===== src/rtl/dec_ascii_fmt_pkg.sv =====
// Shared definitions for the decimal-to-ASCII frame formatter: ASCII codes,
// FSM state encoding and the frame-geometry helpers applied at frame start.
package dec_fmt_pkg;

    localparam logic [7:0] SPACE = 8'h20;
    localparam logic [7:0] ZERO  = 8'h30;
    localparam logic [7:0] DOT   = 8'h2E;
    localparam logic [7:0] QMARK = 8'h3F;
    localparam logic [7:0] CR    = 8'h0D;
    localparam logic [7:0] LF    = 8'h0A;

    typedef enum logic [1:0] {
        S_DIG = 2'd0,
        S_DP  = 2'd1,
        S_CR  = 2'd2,
        S_LF  = 2'd3
    } state_t;

    // A zero digit count still means a one-digit frame.
    function automatic logic [3:0] eff_digits(input logic [3:0] cnt);
        return (cnt == 4'd0) ? 4'd1 : cnt;
    endfunction

    // A decimal point at or left of the first digit is dropped entirely.
    function automatic logic [3:0] eff_point(input logic [3:0] dp, input logic [3:0] d);
        return (dp >= d) ? 4'd0 : dp;
    endfunction

endpackage


===== src/rtl/dec_ascii_fmt_byte_hold.sv =====
// One-entry valid/ready output register. The owner may only strobe load
// while free is high; the held byte stays stable until the sink takes it.
// A tag bit travels with the byte to mark the final byte of a frame.
module byte_hold (
    input  logic       clk,
    input  logic       rst,
    input  logic       load,
    input  logic [7:0] din,
    input  logic       last_in,
    input  logic       ready,
    output logic [7:0] dout,
    output logic       valid,
    output logic       last,
    output logic       free
);

    // The slot can be refilled when empty or when its byte leaves this cycle.
    assign free = !valid || ready;

    // Holding register: load has priority, otherwise drain on ready.
    always_ff @(posedge clk) begin
        if (rst) begin
            valid <= 1'b0;
            dout  <= 8'h00;
            last  <= 1'b0;
        end else if (load) begin
            valid <= 1'b1;
            dout  <= din;
            last  <= last_in;
        end else if (ready) begin
            valid <= 1'b0;
            last  <= 1'b0;
            dout  <= dout;
        end else begin
            valid <= valid;
            last  <= last;
            dout  <= dout;
        end
    end

endmodule


===== src/rtl/dec_ascii_fmt.sv =====
// Formats MSD-first BCD digit frames into printable ASCII bytes with
// leading-zero suppression, optional decimal point and CR/LF terminator.
module dec_ascii_fmt
    import dec_fmt_pkg::*;
#(
    parameter bit PAD  = 1'b1,
    parameter bit TERM = 1'b1
) (
    input  logic       clk,
    input  logic       rst,
    input  logic [3:0] dig_cnt,
    input  logic [3:0] dp_pos,
    input  logic [3:0] nib_in,
    input  logic       nib_rts,
    output logic       nib_cts,
    output logic [7:0] byte_out,
    output logic       byte_valid,
    input  logic       byte_ready,
    output logic       bad_digit,
    output logic       frame_done
);

    state_t     state_r;
    state_t     state_nxt_s;
    logic [3:0] k_r;
    logic [3:0] k_nxt_s;
    logic [3:0] d_r;
    logic [3:0] d_nxt_s;
    logic [3:0] p_r;
    logic [3:0] p_nxt_s;
    logic       lz_r;
    logic       lz_nxt_s;
    logic       bad_r;

    logic [3:0] k_inc_s;
    logic [3:0] d_cur_s;
    logic [3:0] p_cur_s;
    logic [3:0] units_s;
    logic       accept_s;
    logic       load_s;
    logic [7:0] din_s;
    logic       last_s;
    logic       bad_s;
    logic       end_empty_s;

    logic       free_s;
    logic       hold_valid_s;
    logic       hold_last_s;

    byte_hold u_hold (
        .clk     (clk),
        .rst     (rst),
        .load    (load_s),
        .din     (din_s),
        .last_in (last_s),
        .ready   (byte_ready),
        .dout    (byte_out),
        .valid   (hold_valid_s),
        .last    (hold_last_s),
        .free    (free_s)
    );

    assign byte_valid = hold_valid_s;
    assign bad_digit  = bad_r;

    // The frame ends when its tagged last byte leaves, or at the accept of a
    // final digit that produced no byte at all.
    assign frame_done = !rst && ((hold_valid_s && byte_ready && hold_last_s) || end_empty_s);

    // Next-state, digit classification and output-register load control.
    always_comb begin
        state_nxt_s = state_r;
        k_nxt_s     = k_r;
        d_nxt_s     = d_r;
        p_nxt_s     = p_r;
        lz_nxt_s    = lz_r;
        load_s      = 1'b0;
        din_s       = 8'h00;
        last_s      = 1'b0;
        bad_s       = 1'b0;
        end_empty_s = 1'b0;
        nib_cts     = 1'b0;
        accept_s    = 1'b0;
        k_inc_s     = k_r + 4'd1;

        // Frame geometry is captured with the first digit and frozen after.
        if (k_inc_s == 4'd1) begin
            d_cur_s = eff_digits(dig_cnt);
            p_cur_s = eff_point(dp_pos, d_cur_s);
        end else begin
            d_cur_s = d_r;
            p_cur_s = p_r;
        end
        units_s = d_cur_s - p_cur_s;

        case (state_r)
            S_DIG: begin
                nib_cts  = free_s && !rst;
                accept_s = nib_cts && nib_rts;
                if (accept_s) begin
                    k_nxt_s = k_inc_s;
                    d_nxt_s = d_cur_s;
                    p_nxt_s = p_cur_s;
                    if (nib_in > 4'd9) begin
                        load_s   = 1'b1;
                        din_s    = QMARK;
                        bad_s    = 1'b1;
                        lz_nxt_s = 1'b0;
                    end else if (lz_r && (nib_in == 4'd0) && (k_inc_s < units_s)) begin
                        load_s = PAD;
                        din_s  = SPACE;
                    end else begin
                        load_s   = 1'b1;
                        din_s    = ZERO + {4'h0, nib_in};
                        lz_nxt_s = 1'b0;
                    end

                    if ((p_cur_s != 4'd0) && (k_inc_s == units_s)) begin
                        state_nxt_s = S_DP;
                    end else if (k_inc_s == d_cur_s) begin
                        if (TERM) begin
                            state_nxt_s = S_CR;
                        end else begin
                            state_nxt_s = S_DIG;
                            k_nxt_s     = 4'd0;
                            lz_nxt_s    = 1'b1;
                            last_s      = 1'b1;
                            end_empty_s = !load_s;
                        end
                    end else begin
                        state_nxt_s = S_DIG;
                    end
                end else begin
                    state_nxt_s = S_DIG;
                end
            end

            S_DP: begin
                if (free_s) begin
                    load_s = 1'b1;
                    din_s  = DOT;
                    if (k_r == d_r) begin
                        if (TERM) begin
                            state_nxt_s = S_CR;
                        end else begin
                            state_nxt_s = S_DIG;
                            k_nxt_s     = 4'd0;
                            lz_nxt_s    = 1'b1;
                            last_s      = 1'b1;
                        end
                    end else begin
                        state_nxt_s = S_DIG;
                    end
                end else begin
                    state_nxt_s = S_DP;
                end
            end

            S_CR: begin
                if (free_s) begin
                    load_s      = 1'b1;
                    din_s       = CR;
                    state_nxt_s = S_LF;
                end else begin
                    state_nxt_s = S_CR;
                end
            end

            S_LF: begin
                if (free_s) begin
                    load_s      = 1'b1;
                    din_s       = LF;
                    last_s      = 1'b1;
                    state_nxt_s = S_DIG;
                    k_nxt_s     = 4'd0;
                    lz_nxt_s    = 1'b1;
                end else begin
                    state_nxt_s = S_LF;
                end
            end

            default: begin
                state_nxt_s = S_DIG;
                k_nxt_s     = 4'd0;
                lz_nxt_s    = 1'b1;
            end
        endcase
    end

    // State, frame counters and the registered bad-digit pulse.
    always_ff @(posedge clk) begin
        if (rst) begin
            state_r <= S_DIG;
            k_r     <= 4'd0;
            d_r     <= 4'd1;
            p_r     <= 4'd0;
            lz_r    <= 1'b1;
            bad_r   <= 1'b0;
        end else begin
            state_r <= state_nxt_s;
            k_r     <= k_nxt_s;
            d_r     <= d_nxt_s;
            p_r     <= p_nxt_s;
            lz_r    <= lz_nxt_s;
            bad_r   <= bad_s;
        end
    end

endmodule


===== config.mk =====
export PLATFORM = sky130hd
export DESIGN_NAME = dec_ascii_fmt
export DESIGN_NICKNAME = d
export VERILOG_FILES = /design/src/rtl/dec_ascii_fmt_pkg.sv /design/src/rtl/dec_ascii_fmt_byte_hold.sv /design/src/rtl/dec_ascii_fmt.sv
export SDC_FILE = /design/constraint.sdc
export NUM_CORES = 1
export LEC_CHECK = 0
export ABC_AREA = 0
export ABC_CLOCK_PERIOD_IN_PS = 7700
export CAP_MARGIN = 25
export CORE_ASPECT_RATIO = 0.75
export CORE_MARGIN = 2
export CORE_UTILIZATION = 58
export CTS_CLUSTER_SIZE = 20
export DETAILED_ROUTE_END_ITERATION = 10
export PLACE_DENSITY_LB_ADDON = 0.05
export SYNTH_ARGS = -nofsm -noshare
export SYNTH_HDL_FRONTEND = slang
export SYNTH_HIERARCHICAL = 1
export SYNTH_SLANG_ARGS = --single-unit
export TNS_END_PERCENT = 30

===== constraint.sdc =====
create_clock -name clk -period 7.7 [get_ports clk]
set_input_delay 1.54 -clock clk [delete_from_list [all_inputs] [get_ports clk]]
set_output_delay 1.54 -clock clk [all_outputs]
set_load 0.02 [all_outputs]

# After elaboration in Yosys (flattened, before gate mapping)
# Index checks and enable logic that the tools add are counted.
# word_totals
regBits	26
output_inout_bits	12
# op_classes
add_sub_neg	3
order_cmp	3
eq_ne	10
mux	36
n_bitwise	2
n_reduce_logical	22
# ops
op	n
$mux 4	8
$pmux 8 s4	1
$mux 7	3
$mux 1	13
$eq 4x4->1	3
$mux 2	6
$logic_and 1x1->1	8
$logic_not 4->1	2
$pmux 2 s4	1
$pmux 4 s2	1
$add 6x4->7 const A	1
$mux 6	1
$reduce_or 3->1	2
$add 4x1->4 const B	1
$eq 2x2->1 const B	2
$eq 4x1->1 const B	1
$ge 4x4->1	1
$gt 4x4->1 const B	1
$lt 4x4->1	1
$ne 2x2->1 const B	2
$pmux 1 s2	2
$reduce_and 4->1	1
$reduce_bool 2->1	2
$reduce_bool 4->1	1
other kinds (9)	11

# Depth between registers and ports, before layout
# Gate-level depths: netlist of run 1.
# depth
word_depth	12
ltp_mapped	22
ltp_nobuf	22

# Modules after synthesis
# Netlist of run 1, hierarchy kept.
# by_module_without_submodules
mod	instances	cells_per_inst	area_each_um2	seq_area_each_um2
dec_ascii_fmt	1	191	1471.4	320.3
byte_hold	1	34	354.1	200.2

# Least setup slack after synthesis of run 1
# OpenSTA, ideal clock, no wires.
# synth_timing
path_kind	in2reg
startpoint	input dig_cnt[1]
endpoint	register u_hold.dout[1]
t_arrival_ps	4763
setup_slack_ps	2809
path_stages	20
path_buffers	0
cell_sequence	nor3_1 or2_2 ha_1 nand2b_1 a21oi_1 o21ai_0 nor2_1 a22oi_1 ha_1 a21o_1 a21oi_1 xnor2_1 ha_1 nor4b_1 o211ai_1 o21ai_0 inv_1 a221o_1 mux2i_1 nor2_1
# synth_via
elab_chain_len	12
word_cells_on_any_way	13
cone_classes	add/sub (1); order compare (2); mux (8); reduce/logical (2)
# synth_lines
element	line	rtl
from (decl)	dec_ascii_fmt.sv:11	input logic [3:0] dig_cnt,
$logic_not 4->1	dec_ascii_fmt_pkg.sv:21	return (cnt == 4'd0) ? 4'd1 : cnt;
$mux 4 *	dec_ascii_fmt_pkg.sv:21	
$ge 4x4->1	dec_ascii_fmt_pkg.sv:26	return (dp >= d) ? 4'd0 : dp;
$mux 4	dec_ascii_fmt_pkg.sv:26	
$mux 4	dec_ascii_fmt.sv:87	if (k_inc_s == 4'd1) begin
$sub 4x4->4 *	dec_ascii_fmt.sv:94	units_s = d_cur_s - p_cur_s;
$lt 4x4->1 *	dec_ascii_fmt.sv:109	end else if (lz_r && (nib_in == 4'd0) && (k_inc_s < units_s)) begin
$logic_and 1x1->1 *	dec_ascii_fmt.sv:109	
$mux 7 *	dec_ascii_fmt.sv:109	
$mux 7 *	dec_ascii_fmt.sv:104	if (nib_in > 4'd9) begin
$mux 7 *	dec_ascii_fmt.sv:100	if (accept_s) begin
$pmux 8 s4 *	dec_ascii_fmt.sv:96	case (state_r)
net din_s[1]	dec_ascii_fmt.sv:41	logic [7:0] din_s;
to (signal assigned)	dec_ascii_fmt_byte_hold.sv:28	dout <= din;
to (signal assigned)	dec_ascii_fmt_byte_hold.sv:33	dout <= dout;
to (signal assigned)	dec_ascii_fmt_byte_hold.sv:37	dout <= dout;
to (decl)	dec_ascii_fmt_byte_hold.sv:11	output logic [7:0] dout,
# The timed path passes the listed nets; every way through them passes the cells marked *. The select of a mux whose other input is x is not followed.
# A chain may end at the register's enable or synchronous reset.

# Worst setup path in the final report of run 1
# layout_timing
startpoint	input dig_cnt[2]
endpoint	register u_hold.dout[1]
# Same word-level chain as after synthesis.

==> run metrics, run 1 <==
status complete, no violations; Achievable Freq 173.8 MHz; # resized after CTS 0; pin count of the biggest net entering global routing 29; arrival time at the worst endpoint 5910 ps; peak fanout along the critical path 4; ys flop type dfxtp_1; Avg Inst Size Synth 8.113 um^2; MaxCap Viol Count 0; GPL Wtd Cong 1.011; Setup Skew 10.06 ps; CTS buffer count 3; clk sink count 26; initial core utilization 61.30%; P_leak 0.0008682 uW; r2r setup slk 3180 ps; sw frac 32.70%; CP Class primary input to flip-flop; n_diodes 0; overall routing resource usage 26.43%; RSZ-0062 raised after global routing no; Setup Buffers After CTS 0; Setup crit start kind primary input; drt drc 0; dpl cells 277; Crit. End Element flip-flop; Yosys reg bits 26; register area share after synthesis 28.51%; synthesized netlist cell count 225; CTS max path bufs 2; hold path startpoint lz_r; P&R area growth vs syn 18.37%; vias 1671; R2R cell count 18; mapped cell area 0.001826 mm^2; worst path required time 7860 ps; die outline height 52.59 um; worst-margin pin slew 606.5 ps; CTS tree built; first-pass GRT wire length 7086 um; Rows 17; die area 0.003617 mm^2; Crit path max-delay family compound AO/OA/AOI/OAI gates; Cell Area, Placed 0.002078 mm^2; vias in the first global route 1493; post-route minimum period 5755 ps; Final TNS setup 0 ps; sequential power share 41.5%; ANT nets after route 0; final wirelength 4308 um; switching power 121.8 uW; CP cell instances clkdlybuf4s50_1 > nor3_1 > or2_2 > ha_1 > nand2b_1 > a21oi_1 > o21ai_0 > nor2_1 > a22oi_1 > ha_1 > a21o_1 > a21oi_1 > xnor2_1 > ha_1 > nor4b_1 > o211ai_1 > o21ai_0 > inv_1 > a221o_1 > mux2i_1 > nor2_1; core area 0.002978 mm^2; worst vdd ir 0.1381 mV; Die Width 68.78 um; Clk network pwr share 23.2%; R2R Path End u_hold/dout[1]; PortBufs 27; delay of the slowest cell on the worst path 540 ps; slew margin rel. 59.57%; endpoints failing setup 0; Nets 275; total gr overflow 0; Hold Crit Endpoint lz_r; vias per inst 5.926; share of post-route cells with drive strength above 1 5.328%; worst skew pair latency 270 ps; fraction of registers with async set/reset 0%; cell internal pwr 250.7 uW; CP dominant cell by count ha_1; count of boundary I/O pins 28; Iteration-0 DRC Markers 123; Hold Vio Cnt, Final 0; Hold WC Path Type flip-flop to flip-flop; CP Buf/Inv Count 2; RR Startpoint k_r[0]; Cell variety after synth 50; post-route clock period utilization 74.74%; WL/cell 15.28 um; Power Dens Cells 172.4 mW/mm^2; Finished Layout Cells 282; hold buffer count at CTS 0; Gate power share 35.3%; Critical-path top delay cell clkdlybuf4s50_1; Root Driver clkbuf_8; Post-synth EDFFs 0; Warnings, synthesis 6; H-tree depth 1; initial antenna violation count 0; hold path depth 1; Reg clk slew, reported paths 80 ps; Slew Viols, Final 0; DP Wirelength 3222 um; Final Cell Area 0.002161 mm^2; 1st-pass router iterations 5
==> per-layer routing <==
layer	GRT usage, %	vias up	wire length [um]
met5	0	-	0
met3	6.022	0	272
met1	37.75	788	1961
li1	-	830	-
met2	41.51	53	2075
met4	3.595	0	0
==> flip-flops by register name, indices dropped and copies added (netlist names) <==
| name | flops |
|---|---|
| u_hold/dout | 8 |
| d_r | 4 |
| k_r | 4 |
| p_r | 4 |
| state_r | 2 |
| bad_digit | 1 |
| lz_r | 1 |
| u_hold/last | 1 |
| u_hold/valid | 1 |
==> cells in the final DEF, fill, tap and decap left out, drive strengths merged, types with 6 or more instances in the layout <==
cell type,count
o21ai,10
nand3,9
dfxtp,26
xnor2,7
mux2i,8
ha,13
clkdlybuf4s50,27
nand2,17
nor2,23
inv,15
nor3,6
a21oi,17
==> how the worst max path moves through the flow <==
stage                          start              to  slack (ps)  cells after the start
after floorplan           dig_cnt[1]  u_hold/dout[1]        2810                     20
after detailed placement  dig_cnt[2]  u_hold/dout[1]        1720                     21
after global placement    dig_cnt[2]  u_hold/dout[1]        2020                     21
final                     dig_cnt[2]  u_hold/dout[1]        1950                     21
after CTS                 dig_cnt[2]  u_hold/dout[1]        1960                     21
after global routing      dig_cnt[2]  u_hold/dout[1]        1610                     21
==> logic make-up (layout without fill, tap and decap cells) <==
logic type / count (synthesis) / in the layout / synth area share, %
other: 1 / 2 / 0.2054
xor gates and xnor gates: 12 / 12 / 5.757
DFF: 26 / 26 / 28.51
muxes: 9 / 9 / 5.209
buffers and inverters: 29 / 47 / 6.854
AOI/OAI and AO/OA: 54 / 54 / 21.04
and+or+nand+nor: 80 / 80 / 22.41
adders and majority gates: 14 / 14 / 10.01
==> through the flow <==
step | utilization [%] | hold slack, ps | worst slack, ps | total power, uW
4_1_cts | 71.64 | 467.1 | 1964 | 372.0
3_3_place_gp | 69.79 | 444.7 | 2017 | 279.4
6_report | 72.56 | 466.9 | 1945 | 372.6
5_1_grt | 72.56 | 478.8 | 1609 | 397.9
3_5_place_dp | 69.79 | 450.8 | 1717 | 284.6
2_1_floorplan | - | 427.0 | 2809 | 247.6
==> power by group through the flow <==
stage / Sequential (uW) / Clock (uW) / Combinational (uW)
floorplan: 158 / 0 / 89.7
global placement: 157 / 0 / 122
detailed placement: 158 / 0 / 127
CTS: 155 / 88.9 / 128
global route: 156 / 95.2 / 146
finish: 155 / 86.3 / 132
==> Yosys cell counts, types with 2 or more instances <==
cell type / n / area share (%)
dfxtp_1: 26 / 29
nor2_1: 23 / 4.7
nand2_1: 17 / 3.5
a21oi_1: 16 / 4.4
inv_1: 15 / 3.1
ha_1: 13 / 8.9
o21ai_0: 10 / 2.7
nand3_1: 9 / 2.5
clkbuf_1: 8 / 1.6
mux2i_1: 8 / 4.4
xnor2_1: 7 / 3.4
nor3_1: 6 / 1.6
nand2b_1: 5 / 1.7
xor2_1: 5 / 2.4
a211oi_1: 4 / 1.6
buf_2: 4 / 1.1
a211o_1: 3 / 1.4
a21o_1: 3 / 1.2
nor2b_1: 3 / 1.0
o211ai_1: 3 / 1.2
a22o_1: 2 / 0.96
a22oi_1: 2 / 0.82
nand3b_1: 2 / 0.82
nor4b_1: 2 / 0.96
or2_2: 2 / 0.69
or3_1: 2 / 0.69
or4_1: 2 / 0.82
==> cell type report <==
type / instances / area (um^2)
multi-input combinational: 171 / 1184
inverter: 15 / 56.30
tap: 38 / 47.55
fill: 213 / 817.0
clock buffer: 4 / 55.05
sequential: 26 / 520.5
timing repair buffer: 28 / 297.8
==> worst register-to-register path, cell delays in order, from the launching register on <==
cell and delay [ps]:
dfxtp_1 590, ha_1 400, nor2_1 90, a21o_4 230
a21oi_2 350, nor2_1 150, a22oi_1 350, ha_1 310
a21o_1 160, a21oi_1 170, xnor2_1 90, ha_1 210
nor4b_1 280, o211ai_1 140, o21ai_0 270, inv_1 130
a221o_1 300, mux2i_1 130, nor2_1 60
No activity file was read; power rests on OpenSTA's default activity.
==> inputs of run 2 (changes only) <==
Settings changed: ABC_CLOCK_PERIOD_IN_PS 7700 to 5700, CORE_UTILIZATION 58 to 54.
Clock period 7.7 ns to 5.7 ns, I/O delays scaled along.
==> run 2 against run 1 <==
Against the previous run:
- global-route usage down 2.5 points
- cell area shrank 0.81%
- clock skew is 1.9 ps lower
- clock power is 38% higher
- die area rose by 6.9%
- worst setup slack got worse by 1500 ps
- power grew 35%
- worst hold slack better by 28 ps
- critical path type unchanged
- register-to-register slack got worse by 2000 ps
- via count shrank 0.30%
==> run metrics, run 2 (synthesis gave the netlist of run 1 again) <==
status complete, no violations; area of the multi-input gates 0.001184 mm^2 (unchanged); CP cell instances clkdlybuf4s50_1 > nor3_1 > or2_2 > ha_1 > nand2b_1 > a21oi_1 > o21ai_0 > nor2_1 > a22oi_1 > ha_1 > a21o_1 > a21oi_1 > xnor2_1 > ha_1 > nor4b_1 > o211ai_1 > o21ai_0 > inv_1 > a221o_1 > mux2i_1 > nor2_1; pin count of the biggest net entering global routing 29 (unchanged); n_diodes 0 (unchanged); initial antenna violation count 0 (unchanged); FILL cells 278 (+31%); max reg flops 8 (unchanged); CP Class primary input to flip-flop; 1st-pass router iterations 4 (-1); Power Dens Cells 234.5 mW/mm^2 (+36%); commonest non-fill, non-tap cell in the layout clkdlybuf4s50_1; die area 0.003867 mm^2 (+6.9%); WL/cell 14.92 um (-2.3%); CTS max path bufs 2 (unchanged); Slew Viols, Final 0 (unchanged); arrival time at the worst endpoint 5390 ps (-520 ps); share of post-route cells with drive strength above 1 5.328% (unchanged); worst path required time 5850 ps (-2010 ps); hold buffer count at CTS 0 (unchanged); Reg clk slew, reported paths 80 ps (about the same); P_leak 0.0008603 uW (-0.91%); Hold Vio Cnt, Final 0 (unchanged); ANT nets after route 0 (unchanged); peak fanout along the critical path 4 (unchanged); final wirelength 4237 um (-1.6%); Setup crit start kind primary input; count of boundary I/O pins 28 (unchanged); vias 1666 (-0.30%); r2r setup slk 1180 ps (-2000 ps); hold slack 494.5 ps (+27.57 ps); RSZ-0062 raised after global routing no; Setup Buffers After CTS 0 (unchanged); worst skew pair latency 270 ps (about the same); worst-margin pin slew 636.5 ps (+30.02 ps); Worst Setup EP u_hold/dout[1]; Critical-path top delay cell clkdlybuf4s50_1; post-route clock period utilization 91.88%; vias in the first global route 1472 (-1.4%); Crit path max-delay family compound AO/OA/AOI/OAI gates; overall routing resource usage 23.91% (-2.5 points); WP depth 21 (unchanged); first-pass GRT wire length 7169 um (+1.2%); Finished Layout Cells 284 (+0.71%); H-tree depth 1 (unchanged); RR Startpoint k_r[0]; PortBufs 27 (unchanged); Final TNS setup 0 ps (unchanged); vias per inst 5.866 (-1.0%); commonest non-fill, non-tap cells in the layout clkdlybuf4s50_1, dfxtp_1, nor2_1, nand2_1, a21oi_1; MaxCap Viol Count 0 (unchanged); register area 520.5 um^2 (unchanged); clk sink count 26 (unchanged); core area 0.003266 mm^2 (+9.7%); Nets 275 (unchanged); Rows 18 (+1); total gr overflow 0 (unchanged); CTS tree built; Setup Skew 8.142 ps (-1.916 ps); R2R Path End u_hold/dout[1]; Root Driver clkbuf_8; P&R area growth vs syn 17.41%; die outline height 54.36 um (+3.4%); dpl cells 280 (+1.1%); GPL Wtd Cong 0.8166 (-19%); Achievable Freq 190.9 MHz; Hold WC Path Type flip-flop to flip-flop; worst vdd ir 0.2029 mV (+47%); Iteration-0 DRC Markers 154 (+25%); DP Wirelength 3186 um (-1.1%); Worst setup startpoint dig_cnt[2]; delay of the slowest cell on the worst path 540 ps (about the same); R2R cell count 18 (unchanged); drt drc 0 (unchanged); CTS buffer count 3 (unchanged); CP Buf/Inv Count 2 (unchanged); largest register by flop count u_hold/dout; endpoints failing setup 0 (unchanged); post-route minimum period 5237 ps; initial core utilization 55.90% (-5.4 points); Crit. End Element flip-flop; # resized after CTS 0 (unchanged); slew margin rel. 57.56% (-2.0 points); CP dominant cell by count ha_1; Die Width 71.14 um (+3.4%)
==> run 2: worst register-to-register path: cells and delay by family, from the launching register on <==
kind                     cells  cell delay [ps]
AO/OA/AOI/OAI                8             1970
adder cells (fa/ha/maj)      3              930
flip-flops                   1              610
AND/OR/NAND/NOR              4              540
multiplexers                 1              140
buffers and inverters        1              120
XOR/XNOR                     1              100
==> run 2: through the flow <==
stage	total power [uW]	cell area, um^2	utilization (%)	setup slack, ps
2_1_floorplan	334.5	1829	-	1209
3_3_place_gp	379.6	2088	63.95	422.3
3_5_place_dp	385.7	2088	63.95	257.2
4_1_cts	504.8	2143	65.63	516.6
5_1_grt	536.3	2143	65.63	47.79
6_report	502.6	2143	65.63	463.0
==> run 2: metal layers <==
| metal | vias to the layer above | routed length, um | track usage, % | part of all wire, % |
|---|---|---|---|---|
| met2 | 40 | 1895 | 38.79 | 45 |
| li1 | 831 | - | - | - |
| met3 | 5 | 225 | 4.420 | 5.3 |
| met5 | - | 0 | 0 | 0 |
| met4 | 0 | 13 | 1.887 | 0.31 |
| met1 | 790 | 2102 | 34.78 | 50 |
==> run 2: layout make-up <==
class	count	share of cell area, %
Clock buffer	4	2.569
Inverter	15	2.627
Multi-Input combinational cell	171	55.22
Sequential cell	26	24.28
Tap cell	40	2.335
Timing Repair Buffer	28	12.96
==> run 2: worst min path at each step <==
| stage | slack [ps] | to | depth (start not counted) | from |
|---|---|---|---|---|
| CTS | 500 | lz_r | 1 | lz_r |
| finish | 490 | lz_r | 1 | lz_r |
| floorplan | 430 | lz_r | 1 | lz_r |
| global placement | 450 | lz_r | 1 | lz_r |
| detailed placement | 470 | lz_r | 1 | lz_r |
| global route | 520 | u_hold/dout[0] | 2 | u_hold/dout[0] |
==> run 2: report_power, final <==
part	internal [uW]	leakage, uW	switching (uW)
sequential	195	0.000212	14.3
clock	61.8	0.0000288	56.9
combinational	80.1	0.000619	94.5
total	337	0.000860	166
==> inputs of run 3 (changes only) <==
Settings changed: ABC_CLOCK_PERIOD_IN_PS 5700 to 5400.
Clock period 5.7 ns to 5.4 ns, I/O delays scaled along.
==> run 3 against run 2 <==
Against the previous run:
- worst setup slack got worse by 160 ps
- power increased by 5.9%
- critical path depth did not move
- combinational power is 5% higher
- critical endpoint unchanged
- largest cell class unchanged
==> run metrics, run 3 (synthesis gave the netlist of run 1 again) <==
P&R area growth vs syn 17.75%; PortBufs 27 (unchanged); vias per inst 5.796 (-1.2%); Hold Crit Endpoint lz_r; peak fanout along the critical path 4 (unchanged); Setup crit start kind primary input; CP Class primary input to flip-flop; Iteration-0 DRC Markers 144 (-6.5%); sw frac 33.14% (+0.17 points); Achievable Freq 196.2 MHz; Critical-path top delay cell clkdlybuf4s50_1; slew margin rel. 56.27% (-1.3 points); Crit. End Element flip-flop; Rows 18 (unchanged); switching power 176.5 uW (+6.5%); pin count of the biggest net entering global routing 29 (unchanged); R2R cell count 18 (unchanged); area of the multi-input gates 0.001190 mm^2 (+0.53%); 1st-pass router iterations 4 (unchanged); r2r setup slk 980 ps (-200 ps); cell internal pwr 356.0 uW (+5.7%); Die Width 71.14 um (unchanged); vias 1646 (-1.2%); CP cell instances clkdlybuf4s50_1 > nor3_1 > or2_2 > ha_1 > nand2b_1 > a21oi_1 > o21ai_0 > nor2_1 > a22oi_1 > ha_1 > a21o_1 > a21oi_1 > xnor2_1 > ha_1 > nor4b_2 > o211ai_1 > o21ai_0 > inv_1 > a221o_1 > mux2i_1 > nor2_1; CTS buffer count 3 (unchanged); MaxCap Viol Count 0 (unchanged); Setup Skew 4.237 ps (-3.905 ps); Hold Vio Cnt, Final 0 (unchanged); FILL cells 297 (+6.8%); commonest non-fill, non-tap cells in the layout clkdlybuf4s50_1, dfxtp_1, nor2_1, nand2_1, a21oi_1; overall routing resource usage 23.20% (-0.71 points); RR Startpoint k_r[0]; vias in the first global route 1444 (-1.9%); hold path startpoint lz_r; RSZ-0062 raised after global routing no; core area 0.003266 mm^2 (unchanged); dpl cells 280 (unchanged); delay of the slowest cell on the worst path 540 ps (about the same); WL/cell 14.92 um (unchanged); total gr overflow 0 (unchanged); clk sink count 26 (unchanged); sequential power share 41.5% (-0.2 points); worst path required time 5560 ps (-290 ps); commonest non-fill, non-tap cell in the layout clkdlybuf4s50_1; Setup Buffers After CTS 0 (unchanged); die outline height 54.36 um (unchanged); first-pass GRT wire length 6996 um (-2.4%); initial antenna violation count 0 (unchanged); register area 520.5 um^2 (unchanged); Slew Viols, Final 0 (unchanged); Finished Layout Cells 284 (unchanged); Hold WC Path Type flip-flop to flip-flop; Clk network pwr share 24.0% (+0.4 points); status complete, no violations; CTS tree built; n_diodes 0 (unchanged); max reg flops 8 (unchanged); hold path depth 1 (unchanged); H-tree depth 1 (unchanged); Power Dens Cells 247.7 mW/mm^2 (+5.6%); P_leak 0.0008627 uW (+0.28%); endpoints failing setup 0 (unchanged); post-route minimum period 5098 ps; Root Driver clkbuf_8; CTS max path bufs 2 (unchanged); post-route clock period utilization 94.40%; ANT nets after route 0 (unchanged); worst vdd ir 0.1448 mV (-29%); Final TNS setup 0 ps (unchanged); die area 0.003867 mm^2 (unchanged); DP Wirelength 3151 um (-1.1%); initial core utilization 55.90% (unchanged); largest register by flop count u_hold/dout; worst skew pair latency 270 ps (about the same); R2R Path End u_hold/dout[1]; CP dominant cell by count ha_1; count of boundary I/O pins 28 (unchanged); share of post-route cells with drive strength above 1 5.738% (+0.41 points); GPL Wtd Cong 0.8408 (+3.0%); Nets 275 (unchanged); arrival time at the worst endpoint 5260 ps (-130 ps); Gate power share 34.6% (about the same); worst-margin pin slew 655.9 ps (+19.36 ps); final wirelength 4237 um (unchanged); drt drc 0 (unchanged); Reg clk slew, reported paths 90 ps (about the same)
run 3: cell counts in the layout (fill, tap and decap cells not counted):
No cell type changed its count.
run 3: what timing repair did:
| action | in CTS | in global routing |
|---|---|---|
| gates resized for setup | 0 | 1 |
| setup endpoints to repair | 0 | 1 |
| hold buffers | 0 | 0 |
run 3: final cells by class:
type,count,share of cell area (%)
Tap cell,40,2.328
Multi-Input combinational cell,171,55.36
Sequential cell,26,24.21
Timing Repair Buffer,28,12.92
Clock buffer,4,2.561
Inverter,15,2.619
run 3: per-layer routing:
layer / share of wire, % / track usage (%) / vias to the layer above
li1: - / - / 829
met1: 52 / 33.37 / 768
met2: 43 / 37.38 / 45
met3: 4.7 / 3.867 / 4
met4: 0.61 / 4.088 / 0
met5: 0 / 0 / -
run 3: power by group through the flow:
| stage | clock [uW] | combinational, uW | sequential [uW] |
|---|---|---|---|
| 2_1_floorplan | 0 | 128 | 225 |
| 3_3_place_gp | 0 | 176 | 224 |
| 3_5_place_dp | 0 | 182 | 225 |
| 4_1_cts | 130 | 182 | 220 |
| 5_1_grt | 135 | 206 | 223 |
| 6_report | 128 | 184 | 221 |
run 3: worst max-delay path by stage:
stage,from,end,cells past startpoint,slack (ps)
3_3_place_gp,dig_cnt[2],u_hold/dout[1],21,190
3_5_place_dp,dig_cnt[2],u_hold/dout[1],21,20
6_report,dig_cnt[2],u_hold/dout[1],21,300
5_1_grt,dig_cnt[2],u_hold/dout[1],21,80
2_1_floorplan,dig_cnt[1],u_hold/dout[1],20,970
4_1_cts,dig_cnt[2],u_hold/dout[1],21,290
run 3: stage by stage:
step                utilization [%]  hold WS (ps)  setup slack (ps)  power [uW]  cell area (um^2)
floorplan                         -         427.0             969.3       353.1              1829
global placement              63.95         451.8             187.1       400.6              2088
detailed placement            63.95         455.4             21.29       406.2              2088
CTS                           65.63         477.2             289.0       532.4              2143
global route                  65.82         501.2             81.30       564.1              2150
finish                        65.82         481.0             302.1       532.5              2150
run 3: worst max-delay path, delay by kind of cell:
family | cells | cell delay [ps]
AOI/OAI and AO/OA | 8 | 1500
and+or+nand+nor | 6 | 1000
adders and majority gates | 3 | 790
buffers and inverters | 2 | 650
muxes | 1 | 140
xor gates and xnor gates | 1 | 90
